## src/rtl/inert_spi_resp_pkg.sv

```systemverilog
// Shared constants for the inertial-sensor SPI responder.
// Register map, CTRL bit positions and frame FSM states.
package inert_spi_resp_pkg;

  localparam logic [6:0] A_CTRL  = 7'h0D;
  localparam logic [6:0] A_WHO   = 7'h0F;
  localparam logic [6:0] A_CFG0  = 7'h10;
  localparam logic [6:0] A_CFG1  = 7'h11;
  localparam logic [6:0] A_YAW_L = 7'h26;
  localparam logic [6:0] A_YAW_H = 7'h27;

  localparam int CTRL_INT_EN = 1;

  typedef enum logic [1:0] {
    S_IDLE,
    S_CMD,
    S_DATA
  } state_e;

endpackage

```

## src/rtl/inert_spi_resp_sync_edge.sv

```systemverilog
// Two-flop synchronizer with a third flop for edge detection.
// Level and edges are taken from the 2nd/3rd flops.
module sync_edge #(
  parameter logic RST_VAL = 1'b0
) (
  input  logic clk,
  input  logic rst,
  input  logic d_i,
  output logic q_o,
  output logic rise_o,
  output logic fall_o
);

  logic [2:0] sh_q;

  always_ff @(posedge clk) begin
    if (rst) sh_q <= {3{RST_VAL}};
    else     sh_q <= {sh_q[1:0], d_i};
  end

  assign q_o    = sh_q[1];
  assign rise_o = sh_q[1] & ~sh_q[2];
  assign fall_o = ~sh_q[1] & sh_q[2];

endmodule

```

## src/rtl/inert_spi_resp.sv

```systemverilog
// SPI slave model of an inertial sensor: register file,
// periodic data-ready interrupt and coherent yaw sample.
module inert_spi_resp
  import inert_spi_resp_pkg::*;
#(
  parameter int         INT_PERIOD   = 2048,
  parameter logic [7:0] WHO_AM_I_VAL = 8'h6A
) (
  input  logic        clk,
  input  logic        rst,
  input  logic        SS_n,
  input  logic        SCLK,
  input  logic        MOSI,
  output logic        MISO,
  output logic        INT,
  input  logic [15:0] yaw_rate,
  output logic        wr_strb
);

  localparam logic [15:0] TMR_LAST = 16'(INT_PERIOD - 1);

  logic ss_lvl, ss_rise, ss_fall;
  logic sck_lvl, sck_rise, sck_fall;
  logic mosi_s, mosi_rise, mosi_fall;
  logic unused;

  sync_edge #(.RST_VAL(1'b1)) u_ss (
    .clk(clk), .rst(rst), .d_i(SS_n),
    .q_o(ss_lvl), .rise_o(ss_rise), .fall_o(ss_fall)
  );

  sync_edge #(.RST_VAL(1'b1)) u_sck (
    .clk(clk), .rst(rst), .d_i(SCLK),
    .q_o(sck_lvl), .rise_o(sck_rise), .fall_o(sck_fall)
  );

  sync_edge #(.RST_VAL(1'b0)) u_mosi (
    .clk(clk), .rst(rst), .d_i(MOSI),
    .q_o(mosi_s), .rise_o(mosi_rise), .fall_o(mosi_fall)
  );

  assign unused = ^{ss_lvl, sck_lvl, mosi_rise, mosi_fall};

  state_e      state_q;
  logic [4:0]  cnt_q;
  logic [15:0] cmd_q;
  logic [7:0]  sh_q;
  logic        lock_q;
  logic [7:0]  ctrl_q, cfg0_q, cfg1_q;
  logic [15:0] hold_q, pend_val_q, tmr_q;
  logic        pend_q, int_q, strb_q;

  logic [15:0] cmd_nx;
  logic [7:0]  rd_val;
  logic        wrap, commit, blocked, rd_yaw;

  assign cmd_nx  = {cmd_q[14:0], mosi_s};
  assign wrap    = ctrl_q[CTRL_INT_EN] && (tmr_q == TMR_LAST);
  assign commit  = ss_rise && (state_q == S_DATA) && (cnt_q == 5'd16);
  assign blocked = (state_q == S_DATA) && lock_q && !ss_rise;
  assign rd_yaw  = (cmd_nx[6:0] == A_YAW_L) || (cmd_nx[6:0] == A_YAW_H);

  // Address is the low 7 bits of cmd_nx on the 8th rise.
  always_comb begin
    rd_val = 8'h00;
    case (cmd_nx[6:0])
      A_WHO:   rd_val = WHO_AM_I_VAL;
      A_CTRL:  rd_val = ctrl_q;
      A_CFG0:  rd_val = cfg0_q;
      A_CFG1:  rd_val = cfg1_q;
      A_YAW_L: rd_val = hold_q[7:0];
      A_YAW_H: rd_val = hold_q[15:8];
      default: rd_val = 8'h00;
    endcase
  end

  always_ff @(posedge clk) begin
    if (rst) begin
      state_q    <= S_IDLE;
      cnt_q      <= '0;
      cmd_q      <= '0;
      sh_q       <= '0;
      lock_q     <= 1'b0;
      ctrl_q     <= '0;
      cfg0_q     <= '0;
      cfg1_q     <= '0;
      hold_q     <= '0;
      pend_val_q <= '0;
      pend_q     <= 1'b0;
      tmr_q      <= '0;
      int_q      <= 1'b0;
      strb_q     <= 1'b0;
    end else begin
      strb_q <= 1'b0;

      if (!ctrl_q[CTRL_INT_EN] || wrap) tmr_q <= '0;
      else                              tmr_q <= tmr_q + 16'd1;

      if (wrap) begin
        int_q <= 1'b1;
        if (blocked) begin
          pend_q     <= 1'b1;
          pend_val_q <= yaw_rate;
        end else begin
          pend_q <= 1'b0;
          hold_q <= yaw_rate;
        end
      end else if (pend_q && state_q == S_IDLE) begin
        pend_q <= 1'b0;
        hold_q <= pend_val_q;
      end

      if (ss_fall) begin
        state_q <= S_CMD;
        cnt_q   <= '0;
        lock_q  <= 1'b0;
      end else if (ss_rise) begin
        state_q <= S_IDLE;
        lock_q  <= 1'b0;
        if (commit && cmd_q[15]) begin
          if (cmd_q[14:8] == A_YAW_H && !wrap) int_q <= 1'b0;
        end else if (commit) begin
          strb_q <= 1'b1;
          case (cmd_q[14:8])
            A_CTRL: begin
              ctrl_q <= cmd_q[7:0];
              if (!cmd_q[8'(CTRL_INT_EN)]) begin
                tmr_q <= '0;
                int_q <= 1'b0;
              end
            end
            A_CFG0:  cfg0_q <= cmd_q[7:0];
            A_CFG1:  cfg1_q <= cmd_q[7:0];
            default: ;
          endcase
        end
      end else if (state_q != S_IDLE) begin
        if (sck_rise) begin
          cmd_q <= cmd_nx;
          if (cnt_q != 5'd31) cnt_q <= cnt_q + 5'd1;
          if (state_q == S_CMD && cnt_q == 5'd7) begin
            state_q <= S_DATA;
            sh_q    <= cmd_nx[7] ? rd_val : 8'h00;
            lock_q  <= cmd_nx[7] && rd_yaw;
          end
        end else if (sck_fall && state_q == S_DATA && cnt_q >= 5'd9) begin
          sh_q <= {sh_q[6:0], 1'b0};
        end
      end
    end
  end

  assign MISO    = (state_q == S_DATA) ? sh_q[7] : 1'b0;
  assign INT     = int_q;
  assign wr_strb = strb_q;

endmodule

```

## config.mk

```make
export PLATFORM = sky130hd
export DESIGN_NAME = inert_spi_resp
export DESIGN_NICKNAME = d
export VERILOG_FILES = /design/src/rtl/inert_spi_resp_pkg.sv /design/src/rtl/inert_spi_resp_sync_edge.sv /design/src/rtl/inert_spi_resp.sv
export SDC_FILE = /design/constraint.sdc
export NUM_CORES = 1
export LEC_CHECK = 0
export CAP_MARGIN = 20
export CORE_AREA = 8 8 101 103
export CTS_BUF_LIST = sky130_fd_sc_hd__clkbuf_8
export CTS_CLUSTER_DIAMETER = 100
export DETAILED_ROUTE_END_ITERATION = 8
export DIE_AREA = 0 0 109 111
export PLACE_DENSITY_LB_ADDON = 0.15
export SYNTH_ARGS = -nofsm -noshare
export SYNTH_HDL_FRONTEND = slang
export SYNTH_SLANG_ARGS = --single-unit
```

## constraint.sdc

```tcl
create_clock -name clk -period 5.8 [get_ports clk]
set_input_delay 0.58 -clock clk [delete_from_list [all_inputs] [get_ports clk]]
set_output_delay 0.58 -clock clk [all_outputs]
set_load 0.005 [all_outputs]
```

## Word-level counts from Yosys, hierarchy flattened

Index checks and enable logic that the tools add are counted.

- $add $sub $neg: 2
- $lt $le $gt $ge: 1
- Bitwise logic cells: 11
- Equality and inequality tests: 18
- Multiplexer cells: 33
- Reductions and logical operators: 37

Operators with widths:

| cell | count |
|---|---|
| $mux W16 | 10 |
| $pmux W8 S6 | 1 |
| $mux W8 | 4 |
| $eq A7 B5 Y1 const B | 4 |
| $eq A7 B4 Y1 const B | 3 |
| $eq A7 B6 Y1 const B | 3 |
| $reduce_and A5 Y1 | 4 |
| $mux W1 | 18 |
| $add A16 B1 Y16 const B | 1 |
| $eq A16 B11 Y1 const B | 1 |
| $logic_and A1 B1 Y1 | 12 |
| $reduce_bool A3 Y1 | 3 |
| $reduce_and A4 Y1 | 2 |
| $not A1 Y1 | 7 |
| $reduce_and A3 Y1 | 2 |
| $reduce_bool A2 Y1 | 3 |
| $add A5 B1 Y5 const B | 1 |
| $eq A5 B3 Y1 const B | 1 |
| $eq A5 B5 Y1 const B | 1 |
| $ge A5 B4 Y1 const B | 1 |
| $ne A5 B5 Y1 const B | 1 |
| $and A1 B1 Y1 | 4 |
| $reduce_and A2 Y1 | 2 |
| $reduce_or A4 Y1 | 1 |
| other kinds (9) | 12 |

- Word-level logic and storage cells: 120
- Bits of input ports: 21
- Output and inout port bits: 3
- Bits in registers: 115

## Logic depth before layout (Yosys ltp)

Gate-level depths: netlist (run 1).

- Word-level depth: 10
- Mapped depth: 9
- Depth with buffers taken out: 7

## Cells and area by module

Synthesis (run 1) repeated with hierarchy kept, for this count alone.

- Cell total of the unflattened synthesis: 523
- Area, all modules: 5027.3 um^2

Modules (own cells, without submodules):

| module | cells each | sequential area each (um^2) | times used | area an instance (um^2) |
|---|---|---|---|---|
| inert_spi_resp | 499 | 2142.1 | 1 | 4750.8 |
| sync_edge at u_sck ... | 8 | 60.1 | 2 | 92.6 |
| sync_edge at u_mosi | 8 | 60.1 | 1 | 91.3 |

## Least setup slack after synthesis (run 1)

No wires, ideal clock.

- Path type: register to register
- Start: reg tmr_q[12]
- End: reg pend_val_q[10]
- Clock period less this slack: 2195 ps
- Arrival: 2068 ps
- Required time: 5672 ps
- Cell stages (with the launch flop): 7
- Path slack: 3605 ps
- Library setup time: 128 ps
- Path buffers: 1
- Cell sequence: dfxtp_1 -> or4_1 -> or4b_4 -> nor3b_4 -> buf_6 -> mux2i_1 -> nor2_1

- Cells in the longest elaborated chain, start to end: 3

RTL lines:

| what | RTL line | RTL |
|---|---|---|
| from (decl) | inert_spi_resp.sv:50 | `logic [15:0] hold_q, pend_val_q, tmr_q;` |
| from (signal assigned) | inert_spi_resp.sv:97 | `else tmr_q <= tmr_q + 16'd1;` |
| $eq A16 B11 Y1 | inert_spi_resp.sv:58 | `assign wrap = ctrl_q[CTRL_INT_EN] && (tmr_q == TMR_LAST);` |
| $logic_and A1 B1 Y1 | inert_spi_resp.sv:58 |  |
| $reduce_and A2 Y1 (no line) | - |  |
| to (signal assigned) | inert_spi_resp.sv:103 | `pend_val_q <= yaw_rate;` |
| to (decl) | inert_spi_resp.sv:50 |  |

Every way passes these cells.
A chain may end at the register's enable or synchronous reset.

## Worst setup path after layout (run 1)

- Start: reg u_mosi.sh_q[1]
- End: reg sh_q[4]

- Cells in the longest elaborated chain, start to end: 5
- Elaborated cells between the ends (all ways): 10
- Classes of those cells: eq/ne (6); mux (4)

RTL lines:

| what | RTL line | RTL |
|---|---|---|
| from (decl) | inert_spi_resp_sync_edge.sv:14 | `logic [2:0] sh_q;` |
| from (signal assigned) | inert_spi_resp_sync_edge.sv:17 | `if (rst) sh_q <= {3{RST_VAL}};` |
| from (signal assigned) | inert_spi_resp_sync_edge.sv:18 | `else sh_q <= {sh_q[1:0], d_i};` |
| $eq A7 B6 Y1 (tied with other cells) | inert_spi_resp.sv:66 | `case (cmd_nx[6:0])` |
| $pmux W8 S6 * | inert_spi_resp.sv:66 |  |
| $mux W8 * | inert_spi_resp.sv:143 | `sh_q <= cmd_nx[7] ? rd_val : 8'h00;` |
| $mux W8 * | inert_spi_resp.sv:141 | `if (state_q == S_CMD && cnt_q == 5'd7) begin` |
| $mux W8 * | inert_spi_resp.sv:138 | `if (sck_rise) begin` |
| to (signal assigned) | inert_spi_resp.sv:143 |  |
| to (signal assigned) | inert_spi_resp.sv:147 | `sh_q <= {sh_q[6:0], 1'b0};` |
| to (decl) | inert_spi_resp.sv:47 | `logic [7:0] sh_q;` |

Mark *: on every way between the ends. The rest lies on a longest branch, timed or not. The select of a mux whose other input is x is not followed.

==> results.py, run 1 <==
metrics = {
    "drt": {
        "drc": 0,
        "viasPerCell": 5.776,
        "dr.pass1.iters": 5,
        "drt-total-wl_um": 10850,
        "drt_iter0_drc": 227,
        "ant_nets": 0,
        "vias": 3962,
        "routedWlPerCell_um": 15.82,
    },
    "placement": {
        "gp_congestion": 0.8200,
        "dp_hpwl_um": 7164,
        "io_buffers": 23,
        "place_ws_ns": 3.126,
    },
    "clocking": {
        "clockBufferDepth": 2,
        "post_cts_buffers": 0,
        "hold_buffers": 0,
        "htreeDepth": 4,
        "numCtsBuffers": 17,
        "clock-sinks": 115,
        "root_buffer": "clkbuf_8",
        "post_cts_resized": 0,
        "cts_tree": "yes",
        "clk_latency_ns": 0.43,
        "cts.clk_slew.worst_paths_ns": 0.08,
    },
    "critical_path": {
        "critPathCaptureType": "flip-flop",
        "critPathArrivalTime_ns": 3.05,
        "path_class": "reg2reg",
        "critPathMaxStageDelay_ns": 0.93,
        "r2r_cells": 5,
        "crit_chain": "nor4bb_1, nand2_1, a311oi_1, o21ai_0, a311oi_1",
        "critPathMaxFanout": 19,
        "cpMostUsedCell": "a311oi_1",
        "r2r_end": "sh_q[4]",
        "r2r-start": "u_mosi.sh_q[1]",
        "timing.reg2reg.setup_slack_ns": 3.08,
        "cp_data_required_time_ns": 6.13,
        "crit_slowest_cell": "dfxtp_1",
        "critPathLaunchType": "flip-flop",
    },
    "synth": {
        "synth_top_cells_by_count": "dfxtp_1 (115), nor2_1 (86), mux2i_1 (56)",
        "netlist_area_mm2": 0.004974,
        "ys_warn_count": 0,
        "ys_top_cells_by_area": "dfxtp_1 (46%), mux2i_1 (11%), nor2_1 (6.5%), nand2_1 (3.9%), a21oi_1 (3.5%)",
        "synth_cell_types": 52,
        "synth_top_area_share": 0.4629,
        "synth_nets": 584,
        "yosysSeqAreaShare": 0.4629,
        "yosysMostFrequentCell": "dfxtp_1",
        "synth_area_leader_cell": "dfxtp_1",
        "synthArstFlopShare": 0,
        "postSynthCellCount": 556,
        "avgSynthCellArea_um2": 8.945,
        "synth_enable_flop_cells": 0,
        "ys_seq_elements": 115,
        "synth-main-ff-cell": "dfxtp_1",
    },
    "power_and_ir_drop": {
        "seq_power_share": 0.478,
        "pwr-share-clk": 0.501,
        "irDropWorstVdd_uv": 242.6,
        "combPwrFrac": 0.021,
        "p_leak_nw": 1.887,
        "internal_power_mw": 1.294,
        "switching_share": 0.2215,
        "p_switching_mw": 0.3680,
        "p_per_area_mw_per_mm2": 293.7,
    },
    "floorplan": {
        "start_util": 0.5817,
        "core_area_mm2": 0.008551,
        "die_y_um": 111,
        "io_pins": 24,
        "rows": 34,
        "fp.dieArea_mm2": 0.01210,
        "fp.dieW_um": 109,
    },
    "min_path": {
        "hp-class": "reg2reg",
        "min_from": "u_sck.sh_q[0]",
        "worstHoldEndpoint": "u_sck.sh_q[1]",
        "hold_depth": 1,
    },
    "global_routing": {
        "antenna_found_initial": 0,
        "grt_pass1_wl_um": 18340,
        "grt_pass1_vias": 3872,
        "grt_usage": 0.1873,
        "grt_start_max_net_pins": 87,
        "globalRouteOverflowTotal": 0,
    },
    "cells_and_area": {
        "fillCellCount": 713,
        "seq_area_mm2": 0.002302,
        "drive_gt1_frac": 0.08824,
        "diodes": 0,
        "final_nets": 593,
        "multiInputGateArea_mm2": 0.002462,
        "area_delta_synth_final_pct": 13.79,
    },
    "timing": {
        "fmax_mhz": 367.3,
        "slew_viol_final": 0,
        "min_period_ns": 2.722,
        "finalHoldViolCount": 0,
        "tightest_slew_ns": 1.018,
        "rsz0062_at_grt": "no",
        "final.setup.tns_ns": 0,
        "max_slew_margin": 0.3189,
        "finalCritPeriodShare": 0.4694,
        "fin_skew_ns": 0.009708,
        "worst_slack_ns": 3.078,
        "finalSetupViolCount": 0,
    },
    "job": {
        "drv_cap": 0,
    },
    "run_status": {
        "run_status": "finished, final reports clean",
    },
}
power by group through the flow:
stage	Sequential [mW]	Clock [mW]	Combinational, mW
4_1_cts	0.795	0.845	0.0343
2_1_floorplan	0.810	0	0.0178
5_1_grt	0.795	0.883	0.0369
3_5_place_dp	0.813	0	0.0340
6_report	0.795	0.833	0.0342
3_3_place_gp	0.813	0	0.0334
how the worst max path moves through the flow:
stage / to / from / slack (ns)
floorplan: pend_val_q[10] / tmr_q[12] / 3.60
global placement: sh_q[2] / u_mosi.sh_q[1] / 3.21
detailed placement: sh_q[4] / u_mosi.sh_q[1] / 3.13
CTS: sh_q[4] / u_mosi.sh_q[1] / 3.09
global route: sh_q[4] / u_mosi.sh_q[1] / 2.76
finish: sh_q[4] / u_mosi.sh_q[1] / 3.08
per-layer routing:
layer,GRT usage,share of wire,up-vias
met2,0.2902,0.48,102
met5,0,0,-
met4,0.05114,0.0052,0
met1,0.2422,0.47,1882
met3,0.05988,0.053,4
li1,-,-,1974
per-stage QoR:
step           hold slack [ns]  instances  utilization  cell area [µm²]  power, mW
3_3_place_gp            0.4131        652       0.6073             5192     0.8463
6_report                0.4291        686       0.6618             5659      1.662
2_1_floorplan           0.3895        556            -             4974     0.8282
3_5_place_dp            0.4050        654       0.6090             5207     0.8468
5_1_grt                 0.4264        686       0.6618             5659      1.715
4_1_cts                 0.4154        686       0.6618             5659      1.674
worst max-delay path, delay by kind of cell (launching register included):
kind | cells | cell delay, ns
AND/OR/NAND/NOR | 2 | 0.72
AO/OA/AOI/OAI | 3 | 0.96
flip-flops | 1 | 0.93
flip-flops by register name, summed over array words and instances (netlist names), 2 cells and up:
signal	count
cmd_q	16
hold_q	16
pend_val_q	16
tmr_q	16
cfg0_q	8
cfg1_q	8
ctrl_q	8
sh_q	8
cnt_q	5
u_sck.sh_q	3
u_ss.sh_q	3
state_q	2
u_mosi.sh_q	2
final cells by class:
class | count | share of cell area
timing repair buffer | 27 | 0.04510
clock inverter | 14 | 0.03604
sequential | 115 | 0.4068
inverter | 14 | 0.009286
multi-input combinational | 390 | 0.4351
clock buffer | 18 | 0.04378
tap | 108 | 0.02388
layout by cell type (no fill, tap or decap), drive strengths merged, types with 3 or more instances in the layout:
master / n
a311oi: 8
or4: 3
a32oi: 16
mux2i: 56
clkinvlp: 3
and3: 9
inv: 16
nand3: 8
nor2: 86
clkbuf: 18
or4b: 3
dfxtp: 115
nand3b: 4
bufinv: 4
nor3b: 4
xnor2: 9
nand2b: 3
o21ai: 25
nand2: 52
nor4: 3
nor3: 5
clkdlybuf4s50: 22
o22ai: 7
ha: 7
nor2b: 5
nand4: 4
buf: 5
a21oi: 36
clkinv: 5
xor2: 7
or2: 8
kinds of logic (layout without fill, tap and decap cells):
kind of cell,Yosys count,after routing,synth area share
AOI/OAI and AO/OA,104,104,0.1336
xor gates and xnor gates,16,16,0.02818
adders and majority gates,7,7,0.01761
buffers and inverters,51,73,0.04327
DFF,115,115,0.4629
muxes,56,56,0.1127
and+or+nand+nor,207,207,0.2018
Power figures use the tool's default switching activity.
==> run 2, diff against run 1 <==
clock period = 2.65 ns   (was 5.8 ns; I/O delays follow)
==> run 2 against run 1 <==
Against the previous run: total power is 120% higher; sequential power is 120% higher; clock power grew 120%; worst hold slack got worse by 0.22 ns; register-to-register slack got worse by 2.9 ns; non-clock buffer count rose by 11; clock skew increased by 0.0051 ns; worst setup slack lost 2.9 ns; core utilization is 1.1 points higher; global-route usage is 0.094 points lower; largest cell class unchanged.
==> results.py, run 2 (synthesis gave the netlist of run 1 again) <==
metrics = {
    "run_status": {
        "run_status": "finished, final reports clean",
    },
    "power_and_ir_drop": {
        "p_per_area_mw_per_mm2": 634.1,
        "p_leak_nw": 1.957,
        "power.total_mw": 3.647,
        "irDropWorstVdd_uv": 428.3,
    },
    "global_routing": {
        "grt_pass1_vias": 3839,
        "grt_pass1_wl_um": 18200,
        "globalRouteOverflowTotal": 0,
        "antenna_found_initial": 0,
        "grt_start_max_net_pins": 53,
        "grt_usage": 0.1863,
    },
    "critical_path": {
        "r2r_cells": 7,
        "cp_data_required_time_ns": 2.94,
        "critPathMaxFanout": 8,
        "critPathArrivalTime_ns": 2.72,
        "path_class": "reg2reg",
        "critPathLaunchType": "flip-flop",
        "critPathCaptureType": "flip-flop",
    },
    "drt": {
        "drt-total-wl_um": 11030,
        "viasPerCell": 5.825,
        "dr.pass1.iters": 5,
        "drc": 0,
        "drt_iter0_drc": 202,
        "routedWlPerCell_um": 15.82,
        "vias": 4060,
        "ant_nets": 0,
    },
    "clocking": {
        "cts_tree": "yes",
        "htreeDepth": 4,
        "root_buffer": "clkbuf_8",
        "hold_buffers": 0,
        "clockBufferDepth": 2,
        "clk_latency_ns": 0.43,
        "cts.clk_slew.worst_paths_ns": 0.07,
        "post_cts_resized": 0,
        "clock-sinks": 115,
        "post_cts_buffers": 0,
        "numCtsBuffers": 17,
    },
    "cells_and_area": {
        "diodes": 0,
        "fin_util": 0.6725,
        "area_delta_synth_final_pct": 15.62,
        "drive_gt1_frac": 0.1053,
        "mostFrequentLayoutCell": "dfxtp_1",
        "final_nets": 604,
        "final_cell_mix": "dfxtp_1 (115), nor2_1 (86), mux2i_1 (56), nand2_1 (52), a21oi_1 (35)",
    },
    "timing": {
        "finalSetupViolCount": 0,
        "worst_slack_ns": 0.2200,
        "min_period_ns": 2.430,
        "final.setup.tns_ns": 0,
        "hold_ws_ns": 0.2117,
        "fin_skew_ns": 0.01483,
        "slew_viol_final": 0,
        "max_slew_margin": 0.5917,
        "rsz0062_at_grt": "no",
        "finalCritPeriodShare": 0.9170,
        "finalHoldViolCount": 0,
        "fmax_mhz": 411.5,
        "tightest_slew_ns": 0.6125,
    },
    "placement": {
        "place_ws_ns": 0.2423,
        "dp_hpwl_um": 7297,
        "gp_congestion": 0.8331,
        "io_buffers": 23,
    },
    "floorplan": {
        "core_area_mm2": 0.008551,
        "start_util": 0.5817,
        "fp.dieArea_mm2": 0.01210,
        "fp.dieW_um": 109,
        "io_pins": 24,
        "die_y_um": 111,
        "rows": 34,
    },
    "min_path": {
        "hp-class": "in2reg",
        "hold_depth": 2,
    },
    "job": {
        "drv_cap": 0,
    },
}
-- run 2: changes by cell type in the layout (fill, tap and decap cells not counted), sizes merged --
cell      before  now
buf            5   15
inv           16   18
clkbuf        18   19
clkinvlp       3    0
clkinv         5    6
-- run 2: power breakdown --
part           internal (mW)  switching (mW)  total (mW)
Combinational         0.0389          0.0432      0.0821
Sequential              1.73         0.00272        1.74
Clock                   1.06           0.765        1.83
-- run 2: metrics by stage --
| stage | instance area, µm² | instances |
|---|---|---|
| finish | 5751 | 697 |
| global route | 5751 | 697 |
| CTS | 5743 | 696 |
| detailed placement | 5295 | 664 |
| global placement | 5295 | 664 |
| floorplan | 4974 | 556 |
-- run 2: final cells by class --
type / instances / area, µm²
fillers: 677 / 2800
multi-input cells: 390 / 2462
flip-flops and latches: 115 / 2302
repair buffers: 38 / 350.3
clock buffers: 18 / 247.7
clock inverters: 14 / 200.2
well taps: 108 / 135.1
inverters: 14 / 52.55
-- run 2: path summary, 6_finish.rpt --
kind | slack [ns] | from | to
max | 0.22 | u_ss.sh_q[1] | cfg1_q[1]
min | 0.21 | rst | u_mosi.sh_q[1]
max reg2reg | 0.22 | u_ss.sh_q[1] | cfg1_q[1]
min reg2reg | 0.42 | u_sck.sh_q[0] | u_sck.sh_q[1]
-- run 2: layer usage --
layer  GRT usage  wire length (µm)  up-vias
met2      0.2796              5114      121
met4     0.07671               119        0
met5           0                 0        -
li1            -                 -     2003
met3     0.06105               716       14
met1      0.2378              5074     1922
-- run 2: critical path, stage by stage, from the launching register on --
cell and delay (ns):
dfxtp_1 0.35, inv_1 0.05, ha_1 0.24, nor4_1 0.33, nand3_1 0.18, or4b_2 0.86, mux2i_1 0.22, nor2_1 0.06
==> run 3, diff against run 2 <==
CORE_AREA = 2 2 95 97   (was 8 8 101 103)
DIE_AREA = 0 0 97 99   (was 0 0 109 111)
REMOVE_ABC_BUFFERS = 1   (was not set)
SKIP_LAST_GASP = 1   (was not set)
==> run 3 against run 2 <==
Against the previous run: critical path depth is the same; final cell count grew 0.14%; cell area down 1.1%; via count decreased by 0.74%; worst hold slack better by 0.054 ns; combinational power down 1%; maximum frequency is 2.0% lower; total power fell by 8.5%; critical path type unchanged; largest power group is now sequential cells; highest routed layer unchanged.
==> results.py, run 3 (synthesis gave the netlist of run 1 again) <==
metrics = {
    "run_status": {
        "run_status": "finished, final reports clean",
    },
    "floorplan": {
        "rows": 34,
        "io_pins": 24,
        "core_area_mm2": 0.008551,
        "start_util": 0.5817,
        "die_y_um": 99,
        "fp.dieArea_mm2": 0.009603,
        "fp.dieW_um": 97,
    },
    "timing": {
        "hold_ws_ns": 0.2654,
        "final.setup.tns_ns": 0,
        "finalHoldViolCount": 0,
        "fin_skew_ns": 0.009488,
        "max_slew_margin": 0.6331,
        "rsz0062_at_grt": "no",
        "slew_viol_final": 0,
        "finalCritPeriodShare": 0.9358,
        "fmax_mhz": 403.2,
        "min_period_ns": 2.480,
        "finalSetupViolCount": 0,
        "tightest_slew_ns": 0.5502,
    },
    "placement": {
        "dp_hpwl_um": 7386,
        "dp_cells": 666,
        "gp_congestion": 0.8869,
        "io_buffers": 23,
    },
    "critical_path": {
        "r2r_cells": 7,
        "timing.reg2reg.setup_slack_ns": 0.17,
        "r2r-start": "u_ss.sh_q[1]",
        "critPathLaunchType": "flip-flop",
        "critPathCaptureType": "flip-flop",
        "r2r_end": "cfg1_q[7]",
        "cp_data_required_time_ns": 2.95,
        "critPathArrivalTime_ns": 2.78,
        "critPathMaxFanout": 8,
        "path_class": "reg2reg",
    },
    "power_and_ir_drop": {
        "p_leak_nw": 1.931,
        "power.total_mw": 3.338,
        "p_per_area_mw_per_mm2": 587.1,
        "irDropWorstVdd_uv": 426.3,
    },
    "global_routing": {
        "grt_usage": 0.2353,
        "globalRouteOverflowTotal": 0,
        "grt_pass1_vias": 3813,
        "grt_start_max_net_pins": 40,
        "grt_pass1_wl_um": 18330,
        "antenna_found_initial": 0,
    },
    "clocking": {
        "root_buffer": "clkbuf_8",
        "htreeDepth": 4,
        "numCtsBuffers": 17,
        "clockBufferDepth": 2,
        "cts.clk_slew.worst_paths_ns": 0.07,
        "cts_tree": "yes",
        "post_cts_resized": 0,
        "post_cts_buffers": 0,
        "clk_latency_ns": 0.42,
        "hold_buffers": 0,
        "clock-sinks": 115,
    },
    "cells_and_area": {
        "final_cell_mix": "dfxtp_1 (115), nor2_1 (86), mux2i_1 (56), nand2_1 (52), a21oi_1 (35)",
        "drive_gt1_frac": 0.1034,
        "fillCellCount": 745,
        "final_nets": 606,
        "area_delta_synth_final_pct": 14.31,
        "diodes": 0,
        "final_cell_count_no_fill": 698,
        "mostFrequentLayoutCell": "dfxtp_1",
    },
    "job": {
        "drv_cap": 0,
    },
    "drt": {
        "routedWlPerCell_um": 15.86,
        "vias": 4030,
        "ant_nets": 0,
        "viasPerCell": 5.774,
        "drc": 0,
        "drt-total-wl_um": 11070,
        "drt_iter0_drc": 258,
        "dr.pass1.iters": 4,
    },
    "min_path": {
        "hp-class": "in2reg",
        "hold_depth": 2,
        "worstHoldEndpoint": "u_mosi.sh_q[0]",
        "min_from": "rst",
    },
}
[run 3: changes by cell type in the layout (fill, tap and decap cells not counted), sizes merged]
cell      delta
buf          +2
bufinv       -2
clkinvlp     +3
inv          -2
[run 3: routing by layer]
metal	track usage	vias to the layer above	wire [µm]
met1	0.3037	1925	5183
met4	0.07042	0	170
li1	-	1999	-
met3	0.06525	13	458
met2	0.3878	93	5256
met5	0	-	0
[run 3: cell type report]
class                           count  area [µm²]  area share
Clock inverter                     13       120.1     0.02113
Timing Repair Buffer               40       365.4     0.06426
Inverter                           14       52.55    0.009243
Clock buffer                       18       247.7     0.04357
Sequential cell                   115        2302      0.4049
Multi-Input combinational cell    390        2462      0.4331
Tap cell                          108       135.1     0.02377
[run 3: per-stage QoR]
| step | setup WS [ns] | cell area, µm² | util |
|---|---|---|---|
| after floorplan | -0.1058 | 4811 | - |
| final | 0.1701 | 5685 | 0.6649 |
| after global placement | 0.4057 | 5310 | 0.6210 |
| after CTS | 0.1752 | 5678 | 0.6640 |
| after detailed placement | 0.3290 | 5310 | 0.6210 |
| after global routing | 0.04168 | 5685 | 0.6649 |
[run 3: worst max path at each step]
stage                     cells after the start             end          from  slack (ns)
after floorplan                               5   pend_val_q[0]     tmr_q[12]       -0.11
final                                         7       cfg1_q[7]  u_ss.sh_q[1]        0.17
after global routing                          7       cfg1_q[6]  u_ss.sh_q[1]        0.04
after CTS                                     7       cfg1_q[6]  u_ss.sh_q[1]        0.18
after detailed placement                      7       cfg1_q[1]  u_ss.sh_q[1]        0.33
after global placement                        6  pend_val_q[10]     tmr_q[12]        0.41
[run 3: report_power, final]
| part | leakage [nW] | internal, mW | total [mW] | switching [mW] |
|---|---|---|---|---|
| combinational | 0.812 | 0.0385 | 0.0811 | 0.0426 |
| sequential | 0.927 | 1.73 | 1.74 | 0.00228 |
| clock | 0.192 | 0.836 | 1.52 | 0.686 |
[run 3: worst max-delay path, stage by stage, from the launching register on]
cell,delay (ns)
dfxtp_1,0.35
inv_1,0.05
ha_1,0.24
nor4_1,0.39
nand3_1,0.22
or4b_2,0.85
mux2i_1,0.22
nor2_1,0.05
